--- config.mk ---
export PLATFORM = sky130hd
export DESIGN_NAME = d_ex_pipe
export DESIGN_NICKNAME = d
export VERILOG_FILES = /design/src/rtl/d_pipe_pkg.sv /design/src/rtl/d_hazard_detect.sv /design/src/rtl/d_ex_pipe.sv
export SDC_FILE = /design/constraint.sdc
export NUM_CORES = 1
export LEC_CHECK = 0
export CAP_MARGIN = 40
export CORE_ASPECT_RATIO = 1.5
export CORE_UTILIZATION = 42
export CTS_CLUSTER_SIZE = 24
export DETAILED_ROUTE_END_ITERATION = 7
export HOLD_SLACK_MARGIN = 0.05
export PLACE_DENSITY_LB_ADDON = 0.2
export SLEW_MARGIN = 10
export SYNTH_ARGS = -nofsm -noshare
export SYNTH_HDL_FRONTEND = slang
export SYNTH_SLANG_ARGS = --single-unit
--- constraint.sdc ---
create_clock -name i_clk -period 1.9 [get_ports i_clk]
set_input_delay 0.38 -clock i_clk [delete_from_list [all_inputs] [get_ports i_clk]]
set_output_delay 0.38 -clock i_clk [all_outputs]
set_load 0.03 [all_outputs]
--- src/rtl/d_pipe_pkg.sv ---
// Shared types for the ID/EX boundary: the decode control bundle, its NOP value
// and the ALU operation class encodings.
package d_pipe_pkg;

    typedef struct packed {
        logic       regdst;
        logic       branch;
        logic       memread;
        logic       memtoreg;
        logic       memwrite;
        logic       alusrc;
        logic       regwrite;
        logic [1:0] aluop;
        logic [3:0] other;
    } ctrl_t;

    localparam ctrl_t CTRL_NOP = '0;

    localparam logic [1:0] ALUOP_MEM    = 2'b00;
    localparam logic [1:0] ALUOP_BRANCH = 2'b01;
    localparam logic [1:0] ALUOP_RTYPE  = 2'b10;
    localparam logic [1:0] ALUOP_IMM    = 2'b11;

endpackage

--- src/rtl/d_hazard_detect.sv ---
// Load-use hazard detector: purely combinational, compares the load sitting in
// EX against the source registers of the instruction in ID.
module d_hazard_detect (
    input  logic       ex_valid_i,
    input  logic       ex_memread_i,
    input  logic [4:0] ex_rt_i,
    input  logic       id_valid_i,
    input  logic       id_alusrc_i,
    input  logic       id_memwrite_i,
    input  logic       id_branch_i,
    input  logic [4:0] id_rs_i,
    input  logic [4:0] id_rt_i,
    input  logic       flush_i,
    output logic       hz_o,
    output logic       stall_o
);

    logic id_uses_rt;

    // rt is a source for R-type, stores and branches; for immediates it is the destination
    assign id_uses_rt = ~id_alusrc_i | id_memwrite_i | id_branch_i;

    assign hz_o = ex_valid_i & ex_memread_i & (ex_rt_i != 5'd0) &
                  ((ex_rt_i == id_rs_i) | (id_uses_rt & (ex_rt_i == id_rt_i)));

    assign stall_o = id_valid_i & hz_o & ~flush_i;

endmodule

--- src/rtl/d_ex_pipe.sv ---
// ID/EX pipeline register with load-use stall, branch flush and saturating
// bubble/flush counters; one cycle of latency from ID inputs to EX outputs.
module d_ex_pipe
    import d_pipe_pkg::*;
#(
    parameter int DATA_W = 32,
    parameter int CNT_W  = 16
) (
    input  logic              i_clk,
    input  logic              i_rst_n,
    input  logic              i_id_valid,
    input  ctrl_t             i_id_ctrl,
    input  logic [4:0]        i_id_rs,
    input  logic [4:0]        i_id_rt,
    input  logic [4:0]        i_id_rd,
    input  logic [DATA_W-1:0] i_id_rdata1,
    input  logic [DATA_W-1:0] i_id_rdata2,
    input  logic [DATA_W-1:0] i_id_imm,
    input  logic [DATA_W-1:0] i_id_pc4,
    input  logic              i_flush,
    output logic              o_stall,
    output logic              o_ex_valid,
    output ctrl_t             o_ex_ctrl,
    output logic [4:0]        o_ex_rs,
    output logic [4:0]        o_ex_rt,
    output logic [4:0]        o_ex_rd,
    output logic [DATA_W-1:0] o_ex_rdata1,
    output logic [DATA_W-1:0] o_ex_rdata2,
    output logic [DATA_W-1:0] o_ex_imm,
    output logic [DATA_W-1:0] o_ex_pc4,
    output logic [CNT_W-1:0]  o_bubble_cnt,
    output logic [CNT_W-1:0]  o_flush_cnt
);

    logic              valid_q;
    ctrl_t             ctrl_q;
    logic [4:0]        rs_q, rt_q, rd_q;
    logic [DATA_W-1:0] rdata1_q, rdata2_q, imm_q, pc4_q;
    logic [CNT_W-1:0]  bubble_cnt_q, flush_cnt_q;
    logic              hz;
    logic              stall;

    d_hazard_detect u_hazard (
        .ex_valid_i    (valid_q),
        .ex_memread_i  (ctrl_q.memread),
        .ex_rt_i       (rt_q),
        .id_valid_i    (i_id_valid),
        .id_alusrc_i   (i_id_ctrl.alusrc),
        .id_memwrite_i (i_id_ctrl.memwrite),
        .id_branch_i   (i_id_ctrl.branch),
        .id_rs_i       (i_id_rs),
        .id_rt_i       (i_id_rt),
        .flush_i       (i_flush),
        .hz_o          (hz),
        .stall_o       (stall)
    );

    always_ff @(posedge i_clk) begin
        if (!i_rst_n) begin
            valid_q      <= 1'b0;
            ctrl_q       <= CTRL_NOP;
            rs_q         <= '0;
            rt_q         <= '0;
            rd_q         <= '0;
            rdata1_q     <= '0;
            rdata2_q     <= '0;
            imm_q        <= '0;
            pc4_q        <= '0;
            bubble_cnt_q <= '0;
            flush_cnt_q  <= '0;
        end else if (i_flush) begin
            valid_q <= 1'b0;
            ctrl_q  <= CTRL_NOP;
            if (flush_cnt_q != '1)
                flush_cnt_q <= flush_cnt_q + 1'b1;
        end else if (stall) begin
            // Bubble: data/field registers hold so the load stays visible to forwarding
            valid_q <= 1'b0;
            ctrl_q  <= CTRL_NOP;
            if (bubble_cnt_q != '1)
                bubble_cnt_q <= bubble_cnt_q + 1'b1;
        end else begin
            valid_q  <= i_id_valid;
            ctrl_q   <= i_id_valid ? i_id_ctrl : CTRL_NOP;
            rs_q     <= i_id_rs;
            rt_q     <= i_id_rt;
            rd_q     <= i_id_rd;
            rdata1_q <= i_id_rdata1;
            rdata2_q <= i_id_rdata2;
            imm_q    <= i_id_imm;
            pc4_q    <= i_id_pc4;
        end
    end

    assign o_stall      = stall;
    assign o_ex_valid   = valid_q;
    assign o_ex_ctrl    = ctrl_q;
    assign o_ex_rs      = rs_q;
    assign o_ex_rt      = rt_q;
    assign o_ex_rd      = rd_q;
    assign o_ex_rdata1  = rdata1_q;
    assign o_ex_rdata2  = rdata2_q;
    assign o_ex_imm     = imm_q;
    assign o_ex_pc4     = pc4_q;
    assign o_bubble_cnt = bubble_cnt_q;
    assign o_flush_cnt  = flush_cnt_q;

endmodule

Word level (Yosys, flattened, before mapping)
Cells that the tools add are included.
{"block": "classes", "add_sub_neg": 2, "n_eq_ne": 4, "bitwise": 14, "reduce_logical": 6}
{"cell": "16-bit by 1-bit adder with 16-bit output (second input constant)", "n": 2}
{"cell": "16-bit != test (second input constant)", "n": 2}
{"cell": "5-bit equality test", "n": 2}
{"cell": "1-bit bitwise AND", "n": 6}
{"cell": "1-bit inverter", "n": 5}
{"cell": "5-bit nonzero test", "n": 1}
{"cell": "2-bit AND reduction", "n": 2}
{"cell": "4-bit OR reduction", "n": 1}
{"cell": "1-bit bitwise OR", "n": 3}
{"cell": "3-bit AND reduction", "n": 1}
{"cell": "3-bit OR reduction", "n": 1}
{"block": "word_totals", "register_bits": 189, "inputBits": 160, "out_inout_bits": 190}

Depth between registers and ports, before layout
Gate-level depths: netlist of run 1.
{"block": "depth", "depth_word": 10, "ltp_mapped": 9, "ltp_nobuf": 6}

Cells and area by module
Synthesis of run 1 repeated with hierarchy kept, for this count alone.
{"block": "hier_totals", "cells_unflattened": 864, "area_unflattened_um2": 6996.7}
{"module": "d_ex_pipe", "instances": 1, "cells_each": 842, "area_each_um2": 6830.3}
{"module": "d_hazard_detect", "instances": 1, "cells_each": 22, "area_each_um2": 166.4}

Worst setup path before layout of run 1
Ideal clock, no wire load.
{"block": "synth_path", "path_type": "register -> output", "startpoint": "reg rt_q[3], in the netlist o_ex_rt[3]", "endpoint": "out o_stall", "arrival_time_ns": 2.078, "required_time_ns": 1.520, "slack_ns": -0.558, "stages_incl_launch_ff": 9, "n_path_buf": 4, "path_cell_list": "dfxtp_1 buf_2 xor2_1 nor4_2 a22oi_2 buf_6 buf_2 clkbuf_1 nor2_1"}
{"block": "synth_via", "elab_chain_cells": 6}
{"element": "from (decl)", "line": "d_ex_pipe.sv:37", "text": "logic [4:0] rs_q, rt_q, rd_q;"}
{"element": "from (signal assigned)", "line": "d_ex_pipe.sv:86", "text": "rt_q <= i_id_rt;"}
{"element": "5-bit equality test", "line": "d_hazard_detect.sv:24", "text": "((ex_rt_i == id_rs_i) | (id_uses_rt & (ex_rt_i == id_rt_i)));"}
{"element": "1-bit bitwise AND", "line": "d_hazard_detect.sv:24"}
{"element": "1-bit bitwise OR", "line": "d_hazard_detect.sv:24"}
{"element": "1-bit bitwise AND *", "line": "d_hazard_detect.sv:23", "text": "assign hz_o = ex_valid_i & ex_memread_i & (ex_rt_i != 5'd0) &"}
{"element": "1-bit bitwise AND * (2 in series)", "line": "d_hazard_detect.sv:26", "text": "assign stall_o = id_valid_i & hz_o & ~flush_i;"}
{"element": "to (decl)", "line": "d_ex_pipe.sv:21", "text": "output logic o_stall,"}
Mark *: on every way between the ends. The rest lies on a longest branch, timed or not.

Worst setup path after layout of run 1
{"block": "layout_path", "startpoint": "reg rt_q[0], in the netlist o_ex_rt[0]", "endpoint": "out o_stall"}
The elaborated chain is that of the path after synthesis.

==> impl_metrics.env, run 1 <==
export IMPL_outcome="finished with violations"
export IMPL_violations="negative setup slack"
export IMPL_clk_latency_ns=0.45
export IMPL_p_sw_frac=0.316
export IMPL_slew_violations=0
export IMPL_yosysWarningCount=0
export IMPL_num_vias=12500
export IMPL_grt_max_degree=144
export IMPL_max_freq_ghz=0.453
export IMPL_viasPerCell=6.37
export IMPL_die_w_um=129
export IMPL_synth_top_area_cell="dfxtp_1"
export IMPL_power_density_nw_per_um2=680
export IMPL_cts_tree="yes"
export IMPL_crit_required_ns=1.52
export IMPL_crit_path_end_kind="primary output"
export IMPL_vdd_ir_drop_max_uv=647
export IMPL_wire_per_inst_um=22.2
export IMPL_p_int_w=0.00820
export IMPL_clkPwrFrac=0.322
export IMPL_track_usage=0.307
export IMPL_netlist_area_um2=10100
export IMPL_initial_core_util=0.428
export IMPL_slew_headroom=0.385
export IMPL_ant_nets=0
export IMPL_syn_avg_cell_area_um2=8.11
export IMPL_routed_wl_mm=43.6
export IMPL_h_tree_depth=4
export IMPL_rsz0062_at_grt="yes"
export IMPL_final_setup_tns_ns=-30.64
export IMPL_nets=1789
export IMPL_drv_cap=0
export IMPL_crit_type="reg -> out"
export IMPL_fin_crit_sh=1.16
export IMPL_synth_async_reset_ratio=0
export IMPL_critPathMaxFanout=4
export IMPL_dp_hpwl_mm=21.6
export IMPL_die_h_um=192
export IMPL_setup_slack_ns=-0.308
export IMPL_syn_num_nets=1410
export IMPL_min_path_type="in -> reg"
export IMPL_drcViolationCount=0
export IMPL_startpoint_type="flip-flop"
export IMPL_critPathArrivalTime_ns=1.83
export IMPL_place_congestion=0.818
export IMPL_numCtsBuffers=17
export IMPL_cts_root_buffer="clkbuf_16"
export IMPL_p_switching_w=0.00380
export IMPL_synth_seq_cells=189
export IMPL_drt_iter0_drc=936
export IMPL_fp_dieArea_um2=24700
export IMPL_rows=69
export IMPL_synthToLayoutAreaGrowth_pct=74.4
export IMPL_power_leakage_nw=8.00
export IMPL_dr_pass1_iters=8
export IMPL_synth_edf_count=0
export IMPL_path_clk_slew_ns=0.07
export IMPL_synth_distinct_cells=48
export IMPL_synthCells=1248
export IMPL_clockBufferDepth=2
export IMPL_grt_pass1_vias=10900
export IMPL_cts_sinks=189
export IMPL_tightest_slew_ns=0.922
export IMPL_ys_seq_area_frac=0.374
export IMPL_skew_ns=0.0107
export IMPL_synth_ff_type="dfxtp_1"
export IMPL_seq_power_share=0.381
export IMPL_core_region_area_um2=23700
export IMPL_layout_drive_gt1_share=0.205
export IMPL_antenna_found_initial=2
export IMPL_yosysTopAreaCellShare=0.374
export IMPL_power_w=0.0120
export IMPL_synth_area_leaders="dfxtp_1 (37%), a32oi_1 (12%), o211ai_1 (10%)"
export IMPL_io_buffers=349
export IMPL_hold_viol=0
export IMPL_combinationalPowerShare=0.297
export IMPL_setup_violations_final=170
export IMPL_globalRouteOverflowTotal=0
export IMPL_io_pins=350
export IMPL_grt_pass1_wl_mm=59.6
export IMPL_min_period_ns=2.21
-- sequential cells by signal, indices dropped and copies added, names as in the netlist --
signal,flops
o_ex_rd,5
o_ex_rdata1,32
o_flush_cnt,16
o_bubble_cnt,16
o_ex_ctrl,13
o_ex_rs,5
o_ex_imm,32
o_ex_valid,1
o_ex_pc4,32
o_ex_rt,5
o_ex_rdata2,32
-- Yosys cell counts (3+ instances only) --
cell	count
o31ai_1	5
dfxtp_1	189
o211ai_1	141
nor4_1	8
and4_1	3
and3_1	148
mux2i_1	10
a21oi_1	7
buf_2	38
clkbuf_1	100
nand2b_1	9
nor3_1	7
a32oi_1	143
o311ai_0	5
nand4_1	4
or4_1	7
nor2_1	17
nand2_1	169
o21a_1	6
xor2_1	15
buf_1	13
and2_1	14
nor4b_1	3
nand3_1	157
-- per-stage QoR --
stage                     hold WS, ns  instances  instance area, µm²  utilization  setup slack, ns
after CTS                       0.303       1921               16200        0.684           -0.317
after global placement          0.470       1831               14100        0.597           -0.484
final                           0.326       1961               17700        0.746           -0.308
after floorplan                 0.502       1248               10200            -           -0.106
after global routing            0.338       1961               17700        0.746           -0.397
after detailed placement        0.485       1831               14100        0.597           -0.508
-- worst paths after layout --
| kind | from | endpoint | slack (ns) | cells after the start |
|---|---|---|---|---|
| worst max-delay path | o_ex_rt[0] | o_stall | -0.31 | 5 |
| worst max register to register | o_ex_rt[1] | o_ex_imm[16] | -0.26 | 12 |
| worst min register to register | o_bubble_cnt[5] | o_bubble_cnt[5] | 0.50 | 2 |
| worst min-delay path | i_rst_n | o_ex_rt[2] | 0.33 | 3 |
-- worst max-delay path, stage by stage (launching register included) --
cell     delay [ns]
dfxtp_4        0.37
or4_4          0.53
o21ba_4        0.24
nand2_8        0.07
nor2_4         0.04
buf_6          0.13
-- layer usage --
metal,part of all wire,GRT usage,vias up
met5,0,0,-
met4,0.059,0.150,0
met3,0.075,0.0616,171
met2,0.50,0.532,637
met1,0.37,0.357,6067
li1,-,-,5607
-- cell families (layout without fill, tap and decap cells) --
family	Yosys count	count (layout)	share of synthesized area
adders and majority gates	2	2	0.00247
and+or+nand+nor	553	553	0.279
buffers and inverters	156	547	0.0640
muxes	10	10	0.00989
xor gates and xnor gates	17	17	0.0147
DFF	189	189	0.374
other	0	2	0
AOI/OAI and AO/OA	321	322	0.256
-- timing repair --
item / 4_1_cts / 5_1_grt
hold buffers: 0 / 0
buffers inserted: 25 / 24
gates resized for setup: 190 / 257
setup endpoints to repair: 229 / 259
gates cloned: 34 / 26
pin swaps: 35 / 94
-- layout make-up --
| cell class | instances | area, µm² |
|---|---|---|
| multi-input combinational | 904 | 6410 |
| timing repair buffer | 513 | 6400 |
| fill | 1687 | 6000 |
| sequential | 189 | 3800 |
| clock buffer | 23 | 488 |
| tap | 319 | 399 |
| clock inverter | 9 | 133 |
| inverter | 2 | 8.76 |
| antenna | 2 | 5.00 |
-- power groups by stage --
stage,clock (W),combinational [W],sequential (W)
after CTS,0.00391,0.00322,0.00455
after global routing,0.00407,0.00372,0.00460
final,0.00387,0.00356,0.00457
after global placement,0,0.00282,0.00462
after detailed placement,0,0.00285,0.00464
after floorplan,0,0.000895,0.00526
-- cells in the final DEF, fill, tap and decap left out, types with 5 or more instances in the layout --
cell             netlist  final
and2_4                 0      7
dfxtp_1              189    182
o21a_1                 6      6
nand2b_1               9      9
and2_1                14      7
o211ai_1             141    141
a32oi_1              143    126
buf_12                 0     30
a32oi_2                0     17
buf_8                  0     16
nand2_2                1     49
nand2_1              169    101
dlymetal6s2s_1         0     92
dlygate4sd2_1          0     73
o31ai_1                5      5
nor3_1                 7      5
clkbuf_16              0     37
and3_1               148    147
nor2_1                17     16
nand2_4                0     19
nor4_4                 0      6
clkdlybuf4s50_1        0    180
xor2_1                15     11
buf_6                  1     20
mux2i_1               10     10
nand3_1              157    154
buf_4                  2     50
buf_16                 0     30
Note: power is estimated with default switching activity, not from simulation.
==> run 2: changes to the inputs <==
Settings changed: CORE_UTILIZATION 42 to 46, CTS_CLUSTER_DIAMETER set to 200.
Clock period 1.9 ns to 2.1 ns, I/O delays scaled along.
==> impl_metrics.env, run 2 (synthesized netlist as in run 1, its figures left out) <==
export IMPL_outcome="finished with violations"
export IMPL_violations="negative setup slack"
export IMPL_slew_headroom=0.569
export IMPL_min_path_cells=4
export IMPL_critPathArrivalTime_ns=1.84
export IMPL_numCtsBuffers=17
export IMPL_clockBufferDepth=2
export IMPL_hold_viol=0
export IMPL_die_h_um=184
export IMPL_fp_dieArea_um2=22600
export IMPL_min_period_ns=2.26
export IMPL_routed_wl_mm=34.2
export IMPL_setup_slack_ns=-0.159
export IMPL_final_util=0.692
export IMPL_io_pins=350
export IMPL_layout_drive_gt1_share=0.0864
export IMPL_grt_pass1_vias=9945
export IMPL_initial_core_util=0.468
export IMPL_crit_path_end_kind="primary output"
export IMPL_critPathMaxFanout=4
export IMPL_power_w=0.0103
export IMPL_mostFrequentLayoutCells="clkdlybuf4s50_1 (338), dfxtp_1 (184), nand2_1 (169)"
export IMPL_core_region_area_um2=21600
export IMPL_cts_root_buffer="clkbuf_16"
export IMPL_clk_latency_ns=0.44
export IMPL_power_leakage_nw=5.43
export IMPL_min_to="o_ex_rt[0]"
export IMPL_whs_ns=0.465
export IMPL_crit_required_ns=1.68
export IMPL_place_congestion=0.803
export IMPL_nets=1690
export IMPL_drt_iter0_drc=904
export IMPL_r2r_end="o_ex_imm[17]"
export IMPL_rsz0062_at_grt="yes"
export IMPL_io_buffers=349
export IMPL_h_tree_depth=4
export IMPL_crit_type="reg -> out"
export IMPL_synthToLayoutAreaGrowth_pct=48.0
export IMPL_rows=66
export IMPL_fin_crit_sh=1.08
export IMPL_viasPerCell=6.24
export IMPL_max_freq_ghz=0.443
export IMPL_skew_ns=0.00944
export IMPL_setup_violations_final=5
export IMPL_num_vias=11300
export IMPL_vdd_ir_drop_max_uv=604
export IMPL_tightest_slew_ns=0.646
export IMPL_cts_sinks=189
export IMPL_drv_cap=0
export IMPL_fillers=1723
export IMPL_min_path_type="in -> reg"
export IMPL_r2r_start="o_ex_rt[1]"
export IMPL_globalRouteOverflowTotal=0
export IMPL_die_w_um=123
export IMPL_cts_tree="yes"
export IMPL_wire_per_inst_um=18.9
export IMPL_dr_pass1_iters=6
export IMPL_final_setup_tns_ns=-0.289
export IMPL_grt_max_degree=92
export IMPL_path_clk_slew_ns=0.07
export IMPL_r2r_cells=6
export IMPL_antenna_found_initial=1
export IMPL_drcViolationCount=0
export IMPL_pre_cts_slack_ns=-0.347
export IMPL_dp_hpwl_mm=20.7
export IMPL_power_density_nw_per_um2=685
export IMPL_slew_violations=0
export IMPL_grt_pass1_wl_mm=50.2
export IMPL_hold_start="i_id_rt[0]"
export IMPL_track_usage=0.275
export IMPL_layout_commonest_cell="clkdlybuf4s50_1"
export IMPL_startpoint_type="flip-flop"
export IMPL_worstSetupStartpoint="o_ex_rt[1]"
export IMPL_r2r_slack_ns=-0.01
export IMPL_ant_nets=0
run 2: final cells by class:
cell class	count	area (µm²)	share of cell area
Multi-Input combinational cell	904	5870	0.392
Timing Repair Buffer	414	4350	0.290
Sequential cell	189	3800	0.253
Clock buffer	20	457	0.0305
Tap cell	272	340	0.0227
Clock inverter	10	164	0.0109
Inverter	2	8.76	0.000585
Antenna cell	1	2.50	0.000167
run 2: per-stage QoR:
step | cell area, µm² | instances
finish | 15000 | 1812
global route | 15000 | 1812
CTS | 14600 | 1802
detailed placement | 14000 | 1766
global placement | 14000 | 1766
floorplan | 10100 | 1248
run 2: what timing repair did:
action,in CTS,in global routing
buffers inserted,7,1
setup endpoints to repair,3,47
hold buffers,0,0
pin swaps,6,16
cloned,0,8
gates resized for setup,11,41
run 2: worst max-delay path by stage:
stage	end	slack [ns]	depth (start not counted)
after floorplan	o_stall	0.05	7
after global routing	o_stall	-0.21	6
final	o_stall	-0.16	5
after CTS	o_stall	-0.16	5
after global placement	o_bubble_cnt[8]	-0.33	7
after detailed placement	o_ex_imm[7]	-0.35	7
run 2: where the power goes:
group	switching [W]	leakage (nW)	internal [W]	total, W
clock network	0.00144	0.302	0.00205	0.00348
registers	0.000237	1.57	0.00389	0.00413
logic	0.00145	3.56	0.00121	0.00266
run 2: worst max-delay path: stages, from the launching register on:
cell and delay (ns):
dfxtp_4 0.37, or4_4 0.54, o21ba_4 0.25, nand2_4 0.07, nor2_4 0.04, buf_12 0.13
run 2: metal layers:
metal | global-route usage | share of wire | wire length, µm | up-vias
met5 | 0 | 0 | 0 | -
met4 | 0.140 | 0.045 | 1550 | 0
met3 | 0.0717 | 0.075 | 2580 | 94
met2 | 0.445 | 0.49 | 16700 | 482
met1 | 0.331 | 0.39 | 13500 | 5387
li1 | - | - | - | 5351
==> run 3: changes to the inputs <==
Settings changed: SLEW_MARGIN 10 to 0.
==> results of run 3 <==
Final layout, timing and power as in run 2 (identical DEF).
